**config.mk**
```make
export PLATFORM = sky130hd
export DESIGN_NAME = stream_demux_1ton_flat
export DESIGN_NICKNAME = d
export VERILOG_FILES = /design/src/rtl/stream_demux_pkg.sv /design/src/rtl/stream_demux_1ton_if.sv /design/src/rtl/demux_out_reg.sv /design/src/rtl/stream_demux_1ton.sv /design/src/flat_wrapper.sv
export SDC_FILE = /design/constraint.sdc
export NUM_CORES = 1
export LEC_CHECK = 0
export ABC_AREA = 1
export CAP_MARGIN = 15
export CORE_ASPECT_RATIO = 0.8
export CORE_MARGIN = 3
export CORE_UTILIZATION = 39
export DETAILED_ROUTE_END_ITERATION = 8
export PLACE_DENSITY = 0.69
export REMOVE_ABC_BUFFERS = 1
export SETUP_SLACK_MARGIN = 0.2
export SKIP_CTS_REPAIR_TIMING = 1
export SLEW_MARGIN = 20
export SYNTH_ARGS = -nofsm -noshare
export SYNTH_HDL_FRONTEND = slang
export SYNTH_SLANG_ARGS = --single-unit
```
**constraint.sdc**
```tcl
create_clock -name clk -period 2.2 [get_ports clk]
set_input_delay 0.55 -clock clk [delete_from_list [all_inputs] [get_ports clk]]
set_output_delay 0.55 -clock clk [all_outputs]
set_load 0.03 [all_outputs]
```
**src/rtl/stream_demux_pkg.sv**
```systemverilog
// rtl/stream_demux_pkg.sv - shared constants for the 1-to-N stream demux
// Purpose: legal channel-count bounds and the default drop-counter width.
// Ports: none (package).
package stream_demux_pkg;
  localparam int N_OUT_MIN = 2;
  localparam int N_OUT_MAX = 16;
  localparam int CNT_W_DEF = 16;
endpackage

```
**src/rtl/stream_demux_1ton_if.sv**
```systemverilog
// rtl/stream_demux_1ton_if.sv - handshake bundle for the 1-to-N stream demux
// Purpose: groups the producer-side and consumer-side stream signals.
// Ports (signals): in_valid/in_ready/in_data/in_sel/in_bcast from the producer,
//   out_valid/out_ready/out_data towards the N consumers (lane k at k*WIDTH).
// Modports: master = the environment (producer + consumers), slave = the demux.
interface stream_demux_1ton_if #(
  parameter int WIDTH = 64,
  parameter int N_OUT = 4,
  parameter int SEL_W = $clog2(N_OUT)
);
  logic                   in_valid;
  logic                   in_ready;
  logic [WIDTH-1:0]       in_data;
  logic [SEL_W-1:0]       in_sel;
  logic                   in_bcast;
  logic [N_OUT-1:0]       out_valid;
  logic [N_OUT-1:0]       out_ready;
  logic [N_OUT*WIDTH-1:0] out_data;

  modport master (
    output in_valid, in_data, in_sel, in_bcast, out_ready,
    input  in_ready, out_valid, out_data
  );

  modport slave (
    input  in_valid, in_data, in_sel, in_bcast, out_ready,
    output in_ready, out_valid, out_data
  );
endinterface

```
**src/rtl/demux_out_reg.sv**
```systemverilog
// rtl/demux_out_reg.sv - one-entry output pipeline register for a demux channel
// Purpose: holds one beat until the consumer takes it; reload in the same
//   cycle as a transfer keeps valid high for full throughput.
// Ports: clk, rst_n (sync, active-low), load (accept d), d (payload),
//   ready (consumer ready), valid (beat held), q (held payload).
module demux_out_reg #(
  parameter int WIDTH = 64
) (
  input  logic             clk,
  input  logic             rst_n,
  input  logic             load,
  input  logic [WIDTH-1:0] d,
  input  logic             ready,
  output logic             valid,
  output logic [WIDTH-1:0] q
);
  // The parent only asserts load when this entry has room, so a stalled beat
  // is never overwritten here.
  always_ff @(posedge clk) begin
    if (!rst_n) begin
      valid <= 1'b0;
      q     <= '0;
    end else if (load) begin
      valid <= 1'b1;
      q     <= d;
    end else if (ready) begin
      valid <= 1'b0;
    end
  end
endmodule

```
**src/rtl/stream_demux_1ton.sv**
```systemverilog
// rtl/stream_demux_1ton.sv - registered 1-to-N stream demux with broadcast
// Purpose: routes each input beat to channel in_sel, or to every channel when
//   in_bcast is set; beats with an out-of-range select are accepted and counted.
// Ports: clk, rst_n (sync, active-low), bus (slave modport of the stream
//   bundle), drop_cnt (saturating count of out-of-range beats).
module stream_demux_1ton
  import stream_demux_pkg::*;
#(
  parameter int WIDTH = 64,
  parameter int N_OUT = 4,
  parameter int SEL_W = $clog2(N_OUT),
  parameter int CNT_W = CNT_W_DEF
) (
  input  logic                   clk,
  input  logic                   rst_n,
  stream_demux_1ton_if.slave     bus,
  output logic [CNT_W-1:0]       drop_cnt
);
  if (N_OUT < N_OUT_MIN || N_OUT > N_OUT_MAX) begin : g_bad_n_out
    $error("stream_demux_1ton: N_OUT out of range");
  end

  logic [N_OUT-1:0] room;
  logic [N_OUT-1:0] load;
  logic             in_range;
  logic             accept;
  logic             drop;

  assign room     = ~bus.out_valid | bus.out_ready;
  assign in_range = int'(bus.in_sel) < N_OUT;

  // in_ready never looks at in_valid; out-of-range beats are always taken.
  always_comb begin
    bus.in_ready = 1'b1;
    if (bus.in_bcast) begin
      bus.in_ready = &room;
    end else if (in_range) begin
      bus.in_ready = room[bus.in_sel];
    end
  end

  assign accept = bus.in_valid && bus.in_ready;
  assign drop   = accept && !bus.in_bcast && !in_range;

  for (genvar k = 0; k < N_OUT; k++) begin : g_ch
    assign load[k] = accept && (bus.in_bcast ||
                                (in_range && (bus.in_sel == SEL_W'(k))));

    demux_out_reg #(.WIDTH(WIDTH)) u_reg (
      .clk   (clk),
      .rst_n (rst_n),
      .load  (load[k]),
      .d     (bus.in_data),
      .ready (bus.out_ready[k]),
      .valid (bus.out_valid[k]),
      .q     (bus.out_data[k*WIDTH +: WIDTH])
    );
  end

  always_ff @(posedge clk) begin
    if (!rst_n) begin
      drop_cnt <= '0;
    end else if (drop && (drop_cnt != '1)) begin
      drop_cnt <= drop_cnt + 1'b1;
    end
  end
endmodule

```
**src/flat_wrapper.sv**
```systemverilog
// flat-port wrapper written by rule: the top's interface ports become plain ports
module stream_demux_1ton_flat import stream_demux_pkg::*;
#(
  parameter int WIDTH = 64,
  parameter int N_OUT = 4,
  parameter int SEL_W = $clog2(N_OUT),
  parameter int CNT_W = CNT_W_DEF
)
  (clk, rst_n, drop_cnt, bus_in_valid, bus_in_data, bus_in_sel, bus_in_bcast, bus_out_ready, bus_in_ready, bus_out_valid, bus_out_data);
  stream_demux_1ton_if #(.WIDTH(WIDTH), .N_OUT(N_OUT), .SEL_W(SEL_W)) bus_i ();
  input  logic clk;
  input  logic rst_n;
  output logic [CNT_W-1:0] drop_cnt;
  input wire logic [$bits(bus_i.in_valid)-1:0] bus_in_valid;
  input wire logic [$bits(bus_i.in_data)-1:0] bus_in_data;
  input wire logic [$bits(bus_i.in_sel)-1:0] bus_in_sel;
  input wire logic [$bits(bus_i.in_bcast)-1:0] bus_in_bcast;
  input wire logic [$bits(bus_i.out_ready)-1:0] bus_out_ready;
  output wire logic [$bits(bus_i.in_ready)-1:0] bus_in_ready;
  output wire logic [$bits(bus_i.out_valid)-1:0] bus_out_valid;
  output wire logic [$bits(bus_i.out_data)-1:0] bus_out_data;
  assign bus_i.in_valid = bus_in_valid;
  assign bus_i.in_data = bus_in_data;
  assign bus_i.in_sel = bus_in_sel;
  assign bus_i.in_bcast = bus_in_bcast;
  assign bus_i.out_ready = bus_out_ready;
  assign bus_in_ready = bus_i.in_ready;
  assign bus_out_valid = bus_i.out_valid;
  assign bus_out_data = bus_i.out_data;
  stream_demux_1ton #(.WIDTH(WIDTH), .N_OUT(N_OUT), .SEL_W(SEL_W), .CNT_W(CNT_W)) u_core (.clk(clk), .rst_n(rst_n), .bus(bus_i), .drop_cnt(drop_cnt));
endmodule
```
After elaboration in Yosys (flattened, before gate mapping)
Cells that the tools add are included.
Storage, ports and cells
  register bits: 260
  input port bits: 74
  output and inout bits: 277
  word-level logic and storage cells: 40
Operators by class
  order comparisons: 1
  eq/ne operators: 3
  mux-type cells: 11
  bitwise logic cells: 2
  reductions and logical operators: 15
Operators with widths (number)
  two-way mux 1 bit: 10
  nonzero test 2 bit: 4
  logical AND 1 bit: 5
  == test 2 bit (second input constant): 2
  logical OR 1 bit: 4
  NOT 4 bit: 1
  OR 4 bit: 1
  AND reduction 4 bit: 1
  less-than comparator 2 x 3 -> 1 bit (second input constant): 1
  binary-select mux 1 bit (select 2 bit): 1
  == test 2 x 1 -> 1 bit (second input constant): 1
  zero test 2 bit: 1

Logic depth before layout (Yosys ltp)
Gate-level depths: netlist (run 1).
  depth in word-level cells: 8
  mapped depth: 12

By module
A second synthesis (run 1) with hierarchy kept.
Unflattened totals
  cell total of the unflattened synthesis: 1184
  area total of the unflattened synthesis: 9445.3 sq um
Modules (own cells, without submodules)
  demux_out_reg: instances 4, cells an instance 283, area an instance 2292.2 sq um
  stream_demux_1ton: instances 1, cells an instance 52, area an instance 276.5 sq um

Least setup slack after synthesis (run 1)
OpenSTA, ideal clock, no wires.
  path type: input -> output
  from: in bus_in_bcast
  to: out bus_in_ready
  arrival: 1232 ps
  setup slack: 418 ps
  cell stages on the path: 6
  path buffers: 1
  cells stage by stage: inv_1 > o21ai_1 > nand2_1 > nand2_1 > nor2_2 > buf_2
Between the ends
  cells in the longest elaborated chain, start to end: 1
RTL lines
  from (decl): line flat_wrapper.sv:17  | input wire logic [$bits(bus_i.in_bcast)-1:0] bus_in_bcast;
  two-way mux 1 bit: line stream_demux_1ton.sv:35  | if (bus.in_bcast) begin
  to (decl): line flat_wrapper.sv:19  | output wire logic [$bits(bus_i.in_ready)-1:0] bus_in_ready;
No other way between the ends.

Worst setup path in the final report (run 1)
  from: in bus_out_ready[1]
  to: out bus_in_ready
Between the ends
  cells in the longest elaborated chain, start to end: 4
  elaborated cells on any way between the ends: 5
  those cells by class: 3 x mux; 1 x bitwise; 1 x reduce/logical
RTL lines
  from (decl): line flat_wrapper.sv:18  | input wire logic [$bits(bus_i.out_ready)-1:0] bus_out_ready;
  OR 4 bit *: line stream_demux_1ton.sv:29  | assign room = ~bus.out_valid | bus.out_ready;
  binary-select mux 1 bit (select 2 bit): line stream_demux_1ton.sv:38  | bus.in_ready = room[bus.in_sel];
  two-way mux 1 bit (not written as such): line stream_demux_1ton.sv:38
  two-way mux 1 bit *: line stream_demux_1ton.sv:35
Every way passes the cells marked *; elsewhere a longest branch is shown, timed or not. The select of a mux whose other input is x is not followed.

==> metrics.md, run 1 <==
| Metric | Value |
|---|---|
| Status | complete, no violations |
| DRT iter0 DRCs | 636 |
| Share of cells above drive strength 1 | 6.87% |
| Syn_area_per_cell | 7.09 um2 |
| Height of the chip | 157 um |
| Core Region | 0.0276 mm2 |
| Worst path required time | 1.65 ns |
| Die footprint | 0.0306 mm2 |
| Max Clk Rate | 0.460 GHz |
| Via density per instance | 5.09 |
| DRC Markers | 0 |
| Hold Fails Final Rpt | 0 |
| Compound-cell area share of the yosys netlist | 0.0451% |
| Filler cells | 2426 |
| Actual slew at the worst max-slew pin | 0.613 ns |
| Seq/Total Area, Yosys | 46.9% |
| Max_slew headroom | 59.1% |
| Clock transition at the registers of the reported paths | 0.06 ns |
| Rows | 54 |
| Initial Util | 40.2% |
| WS Path Type | input port to output pin |
| Layout net count | 1915 |
| Yosys reg bits | 260 |
| Slew Viols, Final | 0 |
| First-pass GRT wire length | 58.6 mm |
| Final Power | 14.0 mW |
| DRT Pass-1 Iters | 5 |
| Crit path DAT | 1.62 ns |
| Netlist Area Pre-Place | 0.0111 mm2 |
| Post-Synth Adder-Cell Area | 0% |
| CP endpoint kind | output pin |
| Max VDD drop | 549 uV |
| ANT nets after route | 0 |
| Yosys warnings | 0 |
| Post-route clock period utilization | 98.7% |
| Via Count | 11300 |
| Power per cell area | 846 mW/mm2 |
| Worst skew pair latency | 0.54 ns |
| CTS Sinks | 260 |
| Largest net degree at the start of global routing | 140 |
| PortBufs | 334 |
| CTS tree | built |
| Vias in the first global route | 10400 |
| Post-Synth Simple-Gate Area | 41.9% |
| GP Congestion | 0.871 |
| Crit path max fanout | 4 |
| Chip width | 195 um |
| Syn-to-layout area delta | 48.7% |
| Area leader, netlist | dfxtp_1 |
| Hold slack final | 0.275 ns |
| RSZ-0062 raised after global routing | true |
| Top-area cell type share of the netlist area | 46.9% |
| Synth area leaders | dfxtp_1 47%, nor2_1 18%, nand4_1 14%, nand2_1 9.2%, buf_4 3.2% |
| Yosys cell types | 15 |
| Cts bufs inserted | 28 |
| Startpoint types | input port |
| CTS HTree Levels | 1 |
| Max Cap Viol | 0 |
| Largest family of logic cells by synthesized area | simple AND/OR/NAND/NOR gates |
| Grt total ovfl | 0 |
| Worst Hold Class | input port to flip-flop |
| Min cycle time layout | 2.17 ns |
| Max Buffers Root-to-Sink | 3 |
| Post-Syn Instances | 1567 |
| Synth Area in XOR/XNOR | 0% |
| Clock Tree Root | clkbuf_16 |
| Worst Skew | 0.0131 ns |
| Mux cell area share after synthesis | 0% |
| Antenna violations before repair | 1 |
| ANT cells | 0 |
| I/O pins | 351 |
| Pleak | 11.0 nW |
| DP HPWL | 24.8 mm |
| Final setup vio count | 0 |
| Wire length per cell | 17.2 um |
| GRT Total Usage | 23.5% |
| DRT Wirelength | 38.3 mm |
-- routing by layer --
| metal | wire length, um | GRT usage (%) | share of wire [%] |
|---|---|---|---|
| met1 | 16200 | 31.7 | 42 |
| met2 | 17800 | 38.4 | 46 |
| met3 | 3680 | 6.03 | 9.6 |
| met4 | 662 | 5.06 | 1.7 |
| met5 | 13 | 0 | 0.034 |
-- report_power, final --
part           total (mW)  switching, mW  internal (mW)  leakage (nW)
logic                3.71           2.32           1.39          8.35
registers            5.40          0.245           5.16          2.15
clock network        4.87           1.92           2.95         0.489
total                14.0           4.48           9.50          11.0
-- state kept, by name, summed over array words and instances, names as in the netlist --
name,cells
u_core.g_ch.u_reg.valid,4
u_core.g_ch.u_reg.q,256
-- cell families (layout without fill, tap and decap cells) --
kind of cell | after synthesis | count (layout)
flip-flops | 260 | 260
AND/OR/NAND/NOR | 1064 | 1064
AO/OA/AOI/OAI | 1 | 1
other | 1 | 16
buffers and inverters | 241 | 522
-- layout make-up --
| cell class | count | area (um2) | area share (%) |
|---|---|---|---|
| clock inverter | 6 | 58.8 | 0.356 |
| multi-input combinational | 1081 | 4780 | 29.0 |
| timing repair buffer | 389 | 4790 | 29.0 |
| sequential | 260 | 5210 | 31.5 |
| inverter | 81 | 304 | 1.84 |
| tap | 364 | 455 | 2.76 |
| clock buffer | 46 | 920 | 5.57 |
-- synth_stat cells, drive strengths merged --
library cell / count
nor2: 536
nand2: 271
dfxtp: 260
nand4: 256
buf: 122
inv: 81
clkbuf: 38
conb: 1
nand3: 1
o21ai: 1
-- through the flow --
step | area (um2) | util, % | instances | setup slack (ns) | TNS [ns]
floorplan | 10200 | - | 1422 | -4.95 | -1279.87
global placement | 14800 | 53.6 | 2172 | -0.290 | -65.76
detailed placement | 14800 | 53.6 | 2172 | -0.328 | -72.89
CTS | 15800 | 57.2 | 2224 | -0.284 | -0.302
global route | 16500 | 59.8 | 2227 | -0.00352 | -0.00352
finish | 16500 | 59.8 | 2227 | 0.0277 | 0
-- placed cells by master, fill, tap and decap left out, types with 6 or more instances in the layout --
cell               n
nand2_2            6
buf_4             26
inv_1             76
clkbuf_8          13
nor2_1           529
dlymetal6s2s_1   265
buf_12            29
nand2_1          264
clkbuf_16         29
clkdlybuf4s50_1   66
dfxtp_1          259
conb_1            16
nand4_1          256
-- critical path: stages --
cell	delay, ns
clkdlybuf4s50_1	0.50
nor2_2	0.06
nand2_2	0.08
nand2_4	0.06
nor2_4	0.11
buf_12	0.13
buf_8	0.12
-- path summary, 6_finish.rpt --
kind | startpoint | endpoint | slack (ns) | cells past startpoint
setup / recovery | bus_out_ready[1] | bus_in_ready | 0.03 | 7
hold reg to reg | u_core.g_ch[3].u_reg.q[16]$_SDFFE_PN0P_ | u_core.g_ch[3].u_reg.q[16]$_SDFFE_PN0P_ | 0.48 | 2
hold / removal | rst_n | u_core.g_ch[1].u_reg.q[22]$_SDFFE_PN0P_ | 0.28 | 3
setup reg to reg | u_core.g_ch[3].u_reg.valid$_SDFFE_PN0P_ | u_core.g_ch[0].u_reg.q[16]$_SDFFE_PN0P_ | 0.44 | 11
Power figures use the tool's default switching activity.
==> run 2: changes to the inputs <==
- ABC_CLOCK_PERIOD_IN_PS: unset -> 2200
==> results of run 2 <==
The final DEF is identical to that of run 1; final timing and power are the same.
==> run 3: changes to the inputs <==
- CTS_CLUSTER_DIAMETER: unset -> 120
==> results of run 3 <==
The final DEF is identical to that of run 1; final timing and power are the same.
